File: config.mk
export PLATFORM = sky130hd
export DESIGN_NAME = mem_stage
export DESIGN_NICKNAME = d
export VERILOG_FILES = /design/src/rtl/gemini_pkg.sv /design/src/rtl/load_align.sv /design/src/rtl/mem_stage.sv
export SDC_FILE = /design/constraint.sdc
export NUM_CORES = 1
export LEC_CHECK = 0
export ABC_AREA = 1
export CORE_UTILIZATION = 47
export DETAILED_ROUTE_END_ITERATION = 12
export PLACE_DENSITY = 0.86
export SLEW_MARGIN = 5
export SYNTH_ARGS = -nofsm -noshare
export SYNTH_HDL_FRONTEND = slang
export SYNTH_SLANG_ARGS = --single-unit
export TNS_END_PERCENT = 30
File: constraint.sdc
create_clock -name clk -period 3.3 [get_ports clk]
set_input_delay 0.66 -clock clk [delete_from_list [all_inputs] [get_ports clk]]
set_output_delay 0.66 -clock clk [all_outputs]
set_load 0.1 [all_outputs]
File: src/rtl/gemini_pkg.sv
// gemini_pkg: shared memory-op codes, access sizes and mem-stage FSM encoding
package gemini_pkg;
  typedef enum logic [3:0] {
    MEM_NONE = 4'd0, LB, LBU, LH, LHU, LW, SB, SH, SW
  } mem_op_t;
  localparam logic [1:0] SIZE_B = 2'd0;
  localparam logic [1:0] SIZE_H = 2'd1;
  localparam logic [1:0] SIZE_W = 2'd2;
  typedef enum logic [1:0] {IDLE, REQ, WAIT} state_t;
  function automatic logic is_load(input logic [3:0] op);
    return op inside {LB, LBU, LH, LHU, LW};
  endfunction
  function automatic logic is_store(input logic [3:0] op);
    return op inside {SB, SH, SW};
  endfunction
  function automatic logic [1:0] op_size(input logic [3:0] op);
    return op inside {LH, LHU, SH} ? SIZE_H : op inside {LW, SW} ? SIZE_W : SIZE_B;
  endfunction
  function automatic logic misaligned(input logic [3:0] op, input logic [1:0] a);
    return (op_size(op) == SIZE_H && a[0]) || (op_size(op) == SIZE_W && a != 2'd0);
  endfunction
endpackage

File: src/rtl/load_align.sv
// load_align: picks the addressed byte/half lane of a load word and extends it
module load_align
  import gemini_pkg::*;
(
  input  logic [31:0] rdata,
  input  logic [1:0]  addr,
  input  logic [3:0]  op,
  output logic [31:0] data
);
  logic [7:0]  b;
  logic [15:0] h;
  always_comb begin
    b = rdata[{addr, 3'b000} +: 8];
    h = addr[1] ? rdata[31:16] : rdata[15:0];
    data = op == LB  ? {{24{b[7]}}, b} :
           op == LBU ? {24'b0, b} :
           op == LH  ? {{16{h[15]}}, h} :
           op == LHU ? {16'b0, h} :
           op == LW  ? rdata : 32'b0;
  end
endmodule

File: src/rtl/mem_stage.sv
// mem_stage: MIPS memory-access stage, one instruction in flight over a req/resp data bus
module mem_stage
  import gemini_pkg::*;
(
  input  logic        clk,
  input  logic        rst,
  input  logic        in_valid,
  output logic        in_ready,
  input  logic [3:0]  in_mem_op,
  input  logic [31:0] in_alu_res,
  input  logic [31:0] in_store_data,
  input  logic [4:0]  in_w_reg_dst,
  output logic        data_req,
  output logic        data_wr,
  output logic [1:0]  data_size,
  output logic [31:0] data_addr,
  output logic [31:0] data_wdata,
  output logic [3:0]  data_wstrb,
  input  logic        data_addr_ok,
  input  logic        data_data_ok,
  input  logic [31:0] data_rdata,
  output logic        wb_valid,
  output logic        wb_sel,
  output logic [31:0] alu_res,
  output logic [31:0] mem_data,
  output logic [4:0]  w_reg_dst,
  output logic        exc_adel,
  output logic        exc_ades,
  output logic [31:0] exc_badvaddr,
  output logic        stall
);
  state_t      state, next;
  logic [3:0]  op_q;
  logic [31:0] sdata_q, aligned;
  logic [4:0]  dst_q;
  logic        is_mem, bad, accept;
  assign is_mem = is_load(in_mem_op) || is_store(in_mem_op);
  assign bad    = is_mem && misaligned(in_mem_op, in_alu_res[1:0]);
  assign accept = state == IDLE && in_valid;
  always_ff @(posedge clk) state <= rst ? IDLE : next;
  always_comb begin
    next = state == IDLE ? (accept && is_mem && !bad ? REQ : IDLE) :
           state == REQ  ? (data_addr_ok ? WAIT : REQ) :
           state == WAIT ? (data_data_ok ? IDLE : WAIT) : IDLE;
  end
  // alu_res doubles as the latched bus address
  always_comb begin
    in_ready   = state == IDLE;
    stall      = !in_ready;
    data_req   = state == REQ;
    data_wr    = is_store(op_q);
    data_size  = op_size(op_q);
    data_addr  = alu_res;
    data_wdata = op_q == SB ? {4{sdata_q[7:0]}} : op_q == SH ? {2{sdata_q[15:0]}} : sdata_q;
    data_wstrb = op_q == SB ? 4'b0001 << alu_res[1:0] :
                 op_q == SH ? 4'b0011 << alu_res[1:0] :
                 op_q == SW ? 4'b1111 : 4'b0000;
  end
  load_align u_align (.rdata(data_rdata), .addr(alu_res[1:0]), .op(op_q), .data(aligned));
  always_ff @(posedge clk) begin
    if (rst) begin
      op_q         <= 4'd0;
      sdata_q      <= '0;
      dst_q        <= '0;
      wb_valid     <= 1'b0;
      wb_sel       <= 1'b0;
      alu_res      <= '0;
      mem_data     <= '0;
      w_reg_dst    <= '0;
      exc_adel     <= 1'b0;
      exc_ades     <= 1'b0;
      exc_badvaddr <= '0;
    end else begin
      wb_valid <= 1'b0;
      exc_adel <= 1'b0;
      exc_ades <= 1'b0;
      if (accept) begin
        op_q    <= in_mem_op;
        alu_res <= in_alu_res;
        sdata_q <= in_store_data;
        dst_q   <= in_w_reg_dst;
        if (!is_mem || bad) begin
          wb_valid     <= 1'b1;
          wb_sel       <= 1'b0;
          mem_data     <= '0;
          w_reg_dst    <= bad ? 5'd0 : in_w_reg_dst;
          exc_adel     <= bad && is_load(in_mem_op);
          exc_ades     <= bad && is_store(in_mem_op);
          exc_badvaddr <= bad ? in_alu_res : 32'd0;
        end
      end else if (state == WAIT && data_data_ok) begin
        wb_valid     <= 1'b1;
        wb_sel       <= is_load(op_q);
        mem_data     <= is_load(op_q) ? aligned : 32'd0;
        w_reg_dst    <= is_load(op_q) ? dst_q : 5'd0;
        exc_badvaddr <= '0;
      end
    end
  end
endmodule

* Yosys cells after proc, flatten, opt, wreduce, memory -nomap -nowiden
Cells that the tools add are included.
Operators by class: equality and inequality tests 21, shift operators 3, muxes and demuxes 40, bitwise operators 2, reductions and logical operators 28
Operator list (count):
- $mux 32 | 15
- $eq 4x3->1 const B | 8
- $shiftx 32x6->8 | 1
- $mux 5 | 5
- $mux 2 | 9
- $eq 4x2->1 const B | 4
- $mux 16 | 1
- $mux 4 | 3
- $reduce_bool 3->1 | 4
- $reduce_bool 5->1 | 2
- $logic_and 1x1->1 | 9
- $eq 4x1->1 const B | 2
- $eq 4x4->1 const B | 2
- $reduce_bool 2->1 | 4
- $mux 1 | 7
- $eq 2x1->1 const B | 2
- $eq 2x2->1 const B | 2
- $shl 1x2->4 const A | 1
- $shl 2x2->4 const A | 1
- $logic_not 1->1 | 3
- $logic_or 1x1->1 | 3
- $reduce_or 3->1 | 1
- $logic_not 2->1 | 1
- $ne 2x1->1 const B | 1
- other kinds (2) | 3
Word-level totals: register bits 148, input port bits 110, logic and storage cells 106

* Longest topological paths before layout
Gate-level depths: netlist (run 1).
depth in word-level cells 12, gate-level depth with buffers 12, gate-level depth less buffers 10

* Hierarchy
From an unflattened synthesis (run 1), not the netlist that was laid out.
Unflattened totals: cell total of the unflattened synthesis 1108, area, all modules 7542.2 um2
Modules (own cells, without submodules):
- mem_stage | instances 1, cells an instance 859, area each 6465.0 um2, seq. area each 2962.8 um2
- load_align | instances 1, cells an instance 249, area each 1077.3 um2, seq. area each 0.0 um2

* Worst setup path after synthesis (run 1)
Ideal clock, no wire load.
path type flip-flop to output port, from reg alu_res[1], to out data_wstrb[0], arrival time 3520 ps, required time 2640 ps, setup slack -880 ps, stages on the path, launching flop included 7, path through dfxtp_1 buf_2 clkbuf_1 inv_1 ha_1 inv_1 o21ai_0
On the way: word-level cells in the longest chain between the ends 3, elaborated cells on any way between the ends 4, classes of those cells shift: 2; mux: 2
RTL lines:
- start, declared | RTL line mem_stage.sv:24 | output logic [31:0] alu_res,
- start signal, assigned | RTL line mem_stage.sv:79 | alu_res <= in_alu_res;
- $shl 2x2->4 | RTL line mem_stage.sv:56 | op_q == SH ? 4'b0011 << alu_res[1:0] :
- $mux 4 | RTL line mem_stage.sv:56
- $mux 4 * | RTL line mem_stage.sv:55 | data_wstrb = op_q == SB ? 4'b0001 << alu_res[1:0] :
- end, declared | RTL line mem_stage.sv:18 | output logic [3:0] data_wstrb,
Every way passes the cells marked *; elsewhere a longest branch is shown, timed or not.

* Final worst setup path (run 1)
from reg op_q[2], to out data_wdata[27]
On the way: word-level cells in the longest chain between the ends 3, elaborated cells on any way between the ends 4, classes of those cells eq/ne: 2; mux: 2
RTL lines:
- start, declared | RTL line mem_stage.sv:33 | logic [3:0] op_q;
- start signal, assigned | RTL line mem_stage.sv:78 | op_q <= in_mem_op;
- $eq 4x3->1 | RTL line mem_stage.sv:54 | data_wdata = op_q == SB ? {4{sdata_q[7:0]}} : op_q == SH ? {2{sdata_q[15:0]}} : sdata_q;
- $mux 32 | RTL line mem_stage.sv:54
- $mux 32 * | RTL line mem_stage.sv:54
- end, declared | RTL line mem_stage.sv:17 | output logic [31:0] data_wdata,
Marked as above.

==> results.cfg, run 1 <==
[detailed_routing]
drt_iter0_markers = 653
ant_nets = 0
wl_um = 23000
drt-pass1-iter-count = 5
routedWlPerCell_um = 16.0
via_per_inst = 5.40
via_count = 7784
drc = 0

[logic_synthesis]
avgSynthCellArea_um2 = 6.86
synth.top_cells.by_area = dfxtp_1 (42%), nand2_1 (15%), nand4_1 (6.5%)
synth_nets = 1145
synth_area_um2 = 7070
syn_inst = 1031
synth.largest_area_cell = dfxtp_1
synth_simple_gate_area_share_pct = 33.6
synth_cell_type_count = 28
synth_top_family_by_area = simple AND/OR/NAND/NOR gates
yosys-top-cells-count = nand2_1 (286), dfxtp_1 (148), nor2_1 (103)
ys.flop_type = dfxtp_1
synth_top_area_share_pct = 41.9
ys_async_sr_fraction_pct = 0
synth_seq_area_share_pct = 41.9
synthAdderAreaFrac_pct = 0.708
yosysMostFrequentCell = nand2_1
ys_ff_latch = 148
synth-xor-area-share_pct = 0
synth_compound_area_share_pct = 11.8
synth_edf_count = 0
yosys_warnings = 0
muxShareOfSynthArea_pct = 0

[run_status]
status = completed

[timing]
period_share_pct = 89.9
tightest_slew_ns = 0.872
hold_violations = 0
rsz0062_at_grt = no
final-max-slew-violation-count = 0
slew_headroom_pct = 41.8
tns_ns = 0
setup_violations = 0
holdWs_ns = 0.470
period_minus_slack_ns = 2.97
fin_skew_ns = 0.00919
clock.fmax_ghz = 0.337

[worst_setup_path]
arrival_ns = 2.31
worstPathRequired_ns = 2.64
end_kind = primary output
worstPathMaxFanout = 19
reg2regPathDepth = 8
start_kind = register
crit_type = register to primary output

[layout]
n_antenna_cell = 0
drive_above_1_share_pct = 19.9
fin_cells = 1442
fillerInstances = 1205
synthToLayoutAreaGrowth_pct = 43.7
nets = 1359
final_area_um2 = 10200

[global_route]
grt_start_max_net_pins = 89
grt_pass1_vias = 7201
grt_remaining_overflow = 0
grt_usage_pct = 29.4
grt_pass1_wl_um = 37000
antenna_found_initial = 0

[cts]
cts_root_buf = clkbuf_16
post_cts_resized = 0
cts_tree = done
numCtsBuffers = 17
postCtsSetupRepairBufs = 0
cts_buffer_depth = 2
cts_hold_buf = 0
clock-sinks = 148
insertion_delay_ns = 0.42
clk_pin_slew_ns = 0.06
htree_levels = 4

[placement]
place_inst = 1410
post-dp-hpwl_um = 16000
io_buffers = 288
gp_congestion = 0.920
postPlaceCellArea_um2 = 9520

[floorplanning]
initial_core_util_pct = 48.5
core_area_um2 = 14600
pin_count = 289
die_y_um = 125
dieArea_um2 = 15500
num_rows = 44
die_w_um = 125

[min_path]
min_path_type = register to register
hold_depth = 2

[pwr]
peakVddDrop_mv = 0.363
finalPower_mw = 5.73
power.leakage_nw = 4.81
cellPowerDensity_nw_per_um2 = 563

[run]
maxCapViolCount = 0
==> flip-flops by register name (all words and copies together), names as in the netlist <==
name          flops
mem_data         32
sdata_q          32
exc_ades          1
w_reg_dst         5
exc_adel          1
wb_sel            1
exc_badvaddr     32
wb_valid          1
op_q              4
state             2
alu_res          32
dst_q             5
==> power breakdown <==
part / internal (mW) / total (mW) / switching [mW]
registers: 1.87 / 1.93 / 0.0666
logic: 0.440 / 1.69 / 1.25
clock network: 1.30 / 2.10 / 0.803
total: 3.61 / 5.73 / 2.12
==> cell usage in the layout, fill, tap and decap left out, types with 2 or more instances in the layout <==
master           synthesis  layout
nand3_1                 67      66
o21ai_1                  1       2
nor2_1                 103     103
nor2_2                   6       6
nand4_1                 74      74
bufinv_16                0       4
nand2_1                286     285
ha_1                     4       4
dfxtp_1                148     147
nand2_2                  5       6
inv_2                    5       4
buf_12                   0      21
o21ai_0                 79      78
a21oi_1                 60      60
clkdlybuf4s50_1          0     108
clkbuf_16                0      17
o22ai_1                  7       7
buf_4                   43     174
o211ai_1                11      11
inv_1                   57      57
clkinv_1                 2       2
clkinv_4                 0       2
nand3_2                  1       2
inv_6                    0       3
clkinvlp_4               0       3
==> final cells by class <==
type	instances	area [um2]	share of cell area, %
multi-input combinational	710	3270	32.2
sequential	148	2970	29.2
timing repair buffer	304	2810	27.7
clock buffer	19	443	4.36
inverter	64	243	2.39
tap	184	230	2.27
clock inverter	13	198	1.95
==> cells by family after synthesis <==
| logic type | count (synthesis) |
|---|---|
| DFF | 148 |
| adders and majority gates | 4 |
| AOI/OAI and AO/OA | 159 |
| and+or+nand+nor | 547 |
| buffers and inverters | 173 |
==> through the flow <==
step	util, %	worst slack, ns
global placement	65.3	0.615
global route	69.7	0.160
finish	69.7	0.334
detailed placement	65.3	0.555
CTS	69.7	0.352
floorplan	-	-0.437
==> metal layers <==
metal  vias up  GRT usage (%)  wire length, um
met3        42           5.71             1570
met5         -              0                0
met2       344           50.0            11200
met1      3599           36.8             9680
li1       3799              -                -
met4         0           11.1              525
==> worst paths after layout <==
kind	from	endpoint	slack, ns
worst max-delay path	op_q[2]	data_wdata[27]	0.33
worst min-delay path	mem_data[24]	mem_data[24]	0.47
worst max register to register	op_q[0]	mem_data[13]	1.32
worst min register to register	mem_data[24]	mem_data[24]	0.47
==> critical path, stage by stage (launching register included) <==
cell	delay, ns
dfxtp_1	0.33
inv_1	0.07
nor2_2	0.14
inv_1	0.10
nor2_4	0.10
inv_2	0.17
nor2_2	0.12
buf_4	0.24
nand2_1	0.17
o211ai_1	0.21
buf_12	0.22
Note: power is estimated with default switching activity, not from simulation.
==> inputs of run 2 (changes only) <==
Settings changed: CORE_ASPECT_RATIO set to 1.75, TNS_END_PERCENT 30 to 10.
==> run 2 against run 1 <==
Total power fell by 3.8%. Critical path depth did not move. Utilization fell by 1.4 points. Non-clock buffer count fell by 2. Largest cell class unchanged. Largest power group is now sequential cells.
==> results.cfg, run 2 (synthesis results as in run 1) <==
[timing]
slew_headroom_pct = 41.7
rsz0062_at_grt = no
period_minus_slack_ns = 3.04
setup_violations = 0
clock.fmax_ghz = 0.329
tightest_slew_ns = 0.874
fin_skew_ns = 0.00967
setup_ws_ns = 0.259
period_share_pct = 92.1
final-max-slew-violation-count = 0
holdWs_ns = 0.467
hold_violations = 0

[cts]
cts_tree = done
clk_pin_slew_ns = 0.06
post_cts_resized = 0
clock-sinks = 148
cts_buffer_depth = 2
numCtsBuffers = 17
insertion_delay_ns = 0.42
cts_hold_buf = 0
postCtsSetupRepairBufs = 0
htree_levels = 4
cts_root_buf = clkbuf_16

[placement]
gp_congestion = 0.909
dpl_worst_slack_ns = 0.676
place_inst = 1407
postPlaceCellArea_um2 = 9490
io_buffers = 288
post-dp-hpwl_um = 16500

[detailed_routing]
via_count = 7799
routedWlPerCell_um = 16.2
drt-pass1-iter-count = 6
ant_nets = 0
via_per_inst = 5.42
drt_iter0_markers = 514
drc = 0
wl_um = 23300

[floorplanning]
pin_count = 289
die_w_um = 94.7
num_rows = 59
initial_core_util_pct = 47.9
dieArea_um2 = 15600
die_y_um = 164
core_area_um2 = 14800

[global_route]
grt_remaining_overflow = 0
antenna_found_initial = 0
grt_pass1_wl_um = 35800
grt_pass1_vias = 7212
grt_start_max_net_pins = 89
grt_usage_pct = 29.5

[run]
maxCapViolCount = 0

[layout]
final_area_um2 = 10100
fin_cells = 1440
layout_common_cells = nand2_1 (285), buf_4 (173), dfxtp_1 (147)
multi_input_comb_area_um2 = 3270
mostFrequentLayoutCell = nand2_1
fillerInstances = 1250
seqCellArea_um2 = 2960
synthToLayoutAreaGrowth_pct = 42.5
drive_above_1_share_pct = 19.8
nets = 1357

[worst_setup_path]
crit_type = register to primary output
worstPathMaxFanout = 19
worstPathRequired_ns = 2.64
arrival_ns = 2.38
start_kind = register
end_kind = primary output

[min_path]
min_path_type = register to register

[run_status]
status = completed

[pwr]
peakVddDrop_mv = 0.330
cellPowerDensity_nw_per_um2 = 547
power.leakage_nw = 4.77
-- run 2: cell types whose count changed in the layout (fill, tap and decap cells not counted), sizes merged --
cell	change
clkinv	+2
inv	+4
diode	+1
buf	-2
bufinv	-4
clkbuf	-2
-- run 2: layer usage --
layer  wire (um)  track usage (%)  share of wire [%]  up-vias
met5           0                0                  0        -
met4        1210             17.2                5.2        0
met3        1640             6.06                7.1       76
met2       11900             51.0                 51      370
met1        8590             32.8                 37     3574
li1            -                -                  -     3779
-- run 2: stage by stage --
stage | TNS, ns | total power, mW | util [%]
2_1_floorplan | -3.60 | 3.20 | -
3_3_place_gp | 0 | 3.63 | 64.3
3_5_place_dp | 0 | 3.65 | 64.3
4_1_cts | 0 | 5.53 | 68.2
5_1_grt | 0 | 5.70 | 68.2
6_report | 0 | 5.51 | 68.2
-- run 2: final cells by class --
cell class | count | area share, %
antenna | 1 | 0.0248
timing repair buffer | 302 | 27.6
multi-input combinational | 710 | 32.4
sequential | 148 | 29.4
inverter | 64 | 2.41
clock inverter | 15 | 1.56
clock buffer | 17 | 4.22
tap | 183 | 2.27
-- run 2: report_power, final --
part	switching, mW	internal, mW	total [mW]
registers	0.0618	1.87	1.93
logic	1.25	0.436	1.69
clock network	0.879	1.01	1.89
total	2.19	3.31	5.51
-- run 2: worst paths after layout --
path / end / depth (start not counted) / slack, ns / startpoint
hold / removal: dst_q[1] / 2 / 0.47 / dst_q[1]
setup reg to reg: mem_data[0] / 10 / 1.37 / op_q[0]
hold reg to reg: dst_q[1] / 2 / 0.47 / dst_q[1]
setup / recovery: data_wdata[9] / 10 / 0.26 / op_q[2]
-- run 2: critical path, cell delays in order (launching register included) --
cell     delay (ns)
dfxtp_1        0.33
inv_1          0.07
nor2_2         0.15
inv_1          0.10
nor2_4         0.22
inv_2          0.21
nor2_2         0.12
buf_4          0.23
nand2_1        0.10
o21ai_0        0.19
buf_12         0.23
==> inputs of run 3 (changes only) <==
Settings changed: PLACE_DENSITY 0.86 to 0.85.
==> run 3 against run 2 <==
First-iteration DRC count shrank 23%. Wire length is 0.43% higher. Total power rose by 3.2%. Register-to-register slack got worse by 0.15 ns. Clock skew grew 0.0010 ns. Cell area is 0.56% higher. Worst setup slack improved by 0.14 ns. Non-clock buffer count is 1 higher. Clock power is 9.5% higher. Combinational power barely moved. Sequential power about the same. Critical path type unchanged. Largest cell class unchanged. Highest routed layer unchanged.
==> results.cfg, run 3 (synthesis results as in run 1) <==
[global_route]
grt_remaining_overflow = 0
grt_usage_pct = 29.5
grt_pass1_wl_um = 35300
grt_pass1_vias = 6923
grt_start_max_net_pins = 89
antenna_found_initial = 0

[cts]
clock-sinks = 148
htree_levels = 4
cts_root_buf = clkbuf_16
post_cts_resized = 0
cts_hold_buf = 0
cts_buffer_depth = 2
postCtsSetupRepairBufs = 0
cts_tree = done
numCtsBuffers = 17
insertion_delay_ns = 0.42
clk_pin_slew_ns = 0.06

[timing]
fin_skew_ns = 0.0107
hold_violations = 0
period_share_pct = 88.0
rsz0062_at_grt = no
slew_headroom_pct = 42.4
final-max-slew-violation-count = 0
period_minus_slack_ns = 2.90
setup_ws_ns = 0.395
clock.fmax_ghz = 0.344
setup_violations = 0
tightest_slew_ns = 0.864

[detailed_routing]
ant_nets = 0
via_per_inst = 5.34
via_count = 7694
routedWlPerCell_um = 16.3
drt_iter0_markers = 395
wl_met3_um = 1750
top_layer = met4
wl_met2_um = 12100
m1WireLength_um = 8590
drt-pass1-iter-count = 5
wl_um = 23400
drc = 0

[worst_setup_path]
ff2ff_setup_slack_ns = 1.22
critPathBufInv = 5
reg2regPathDepth = 10
crit_family = buffers and inverters
rr_startpoint = op_q[0]
worstPathCellList = inv_1 -> nor2_2 -> inv_1 -> nor2_4 -> inv_2 -> nor2_2 -> buf_4 -> nand2_1 -> o21ai_0 -> buf_12
arrival_ns = 2.24
worstPathRequired_ns = 2.64
cp.depth = 10
worstPathMaxFanout = 19
end_kind = primary output
crit_path_max_incr_delay_ns = 0.34
crit_path_end = data_wdata[15]
start_kind = register
slowest_stage = dfxtp_1
r2r-end = mem_data[5]
crit_type = register to primary output
startpoint = op_q[2]

[floorplanning]
die_w_um = 94.7
dieArea_um2 = 15600
die_y_um = 164
initial_core_util_pct = 47.9
core_area_um2 = 14800
pin_count = 289
num_rows = 59

[pwr]
finalPower_mw = 5.69
power.leakage_nw = 4.80
cellPowerDensity_nw_per_um2 = 561
peakVddDrop_mv = 0.312

[run_status]
status = completed

[layout]
layout_common_cells = nand2_1 (285), buf_4 (174), dfxtp_1 (147)
final_area_um2 = 10100
nets = 1358
n_antenna_cell = 0
drive_above_1_share_pct = 19.9
mostFrequentLayoutCell = nand2_1
fin_cells = 1440
synthToLayoutAreaGrowth_pct = 43.3

[placement]
post-dp-hpwl_um = 16200
io_buffers = 288
gp_congestion = 0.883
place_inst = 1408
dpl_worst_slack_ns = 0.490
postPlaceCellArea_um2 = 9500

[run]
maxCapViolCount = 0

[min_path]
min_path_type = register to register
==> run 3: cell count changes in the layout (fill, tap and decap cells not counted) <==
cell,before,now
diode_2,1,0
bufinv_16,0,3
clkinv_8,2,0
buf_4,173,174
inv_6,2,4
clkbuf_8,0,3
clkinv_4,2,1
inv_8,6,1
==> run 3: stage by stage <==
step	TNS, ns	hold WS (ns)	utilization [%]
4_1_cts	0	0.467	68.6
6_report	0	0.470	68.6
2_1_floorplan	-3.60	0.445	-
3_3_place_gp	0	0.452	64.3
5_1_grt	0	0.491	68.6
3_5_place_dp	0	0.458	64.3
==> run 3: how the worst min path moves through the flow <==
stage / start / cells after the start / slack, ns / endpoint
6_report: dst_q[4] / 2 / 0.47 / dst_q[4]
5_1_grt: exc_badvaddr[0] / 2 / 0.49 / exc_badvaddr[0]
4_1_cts: dst_q[2] / 2 / 0.47 / dst_q[2]
3_5_place_dp: dst_q[2] / 2 / 0.46 / dst_q[2]
3_3_place_gp: dst_q[2] / 2 / 0.45 / dst_q[2]
2_1_floorplan: sdata_q[10] / 2 / 0.44 / sdata_q[10]
==> run 3: area by class of cell <==
type / count / area (um2)
fill: 1273 / 4630
sequential: 148 / 2960
clock buffer: 20 / 467
inverter: 64 / 243
timing repair buffer: 303 / 2790
tap: 183 / 229
clock inverter: 12 / 168
multi-input combinational: 710 / 3270
==> run 3: worst reg2reg max path: cells and delay by family (launching register included) <==
kind                   cells  cell delay (ns)
AO/OA/AOI/OAI              1             0.61
buffers and inverters      1             0.06
flip-flops                 1             0.44
AND/OR/NAND/NOR            8             0.92
==> run 3: power breakdown <==
| group | switching [mW] | leakage, nW | total, mW | internal [mW] |
|---|---|---|---|---|
| logic | 1.25 | 3.29 | 1.69 | 0.435 |
| clock network | 0.804 | 0.302 | 2.07 | 1.27 |
| registers | 0.0598 | 1.21 | 1.93 | 1.87 |
==> run 3: layer usage <==
| layer | global-route usage [%] | up-vias |
|---|---|---|
| met3 | 5.83 | 53 |
| met2 | 52.0 | 363 |
| met1 | 33.3 | 3493 |
| met4 | 14.2 | 0 |
| met5 | 0 | - |
| li1 | - | 3785 |
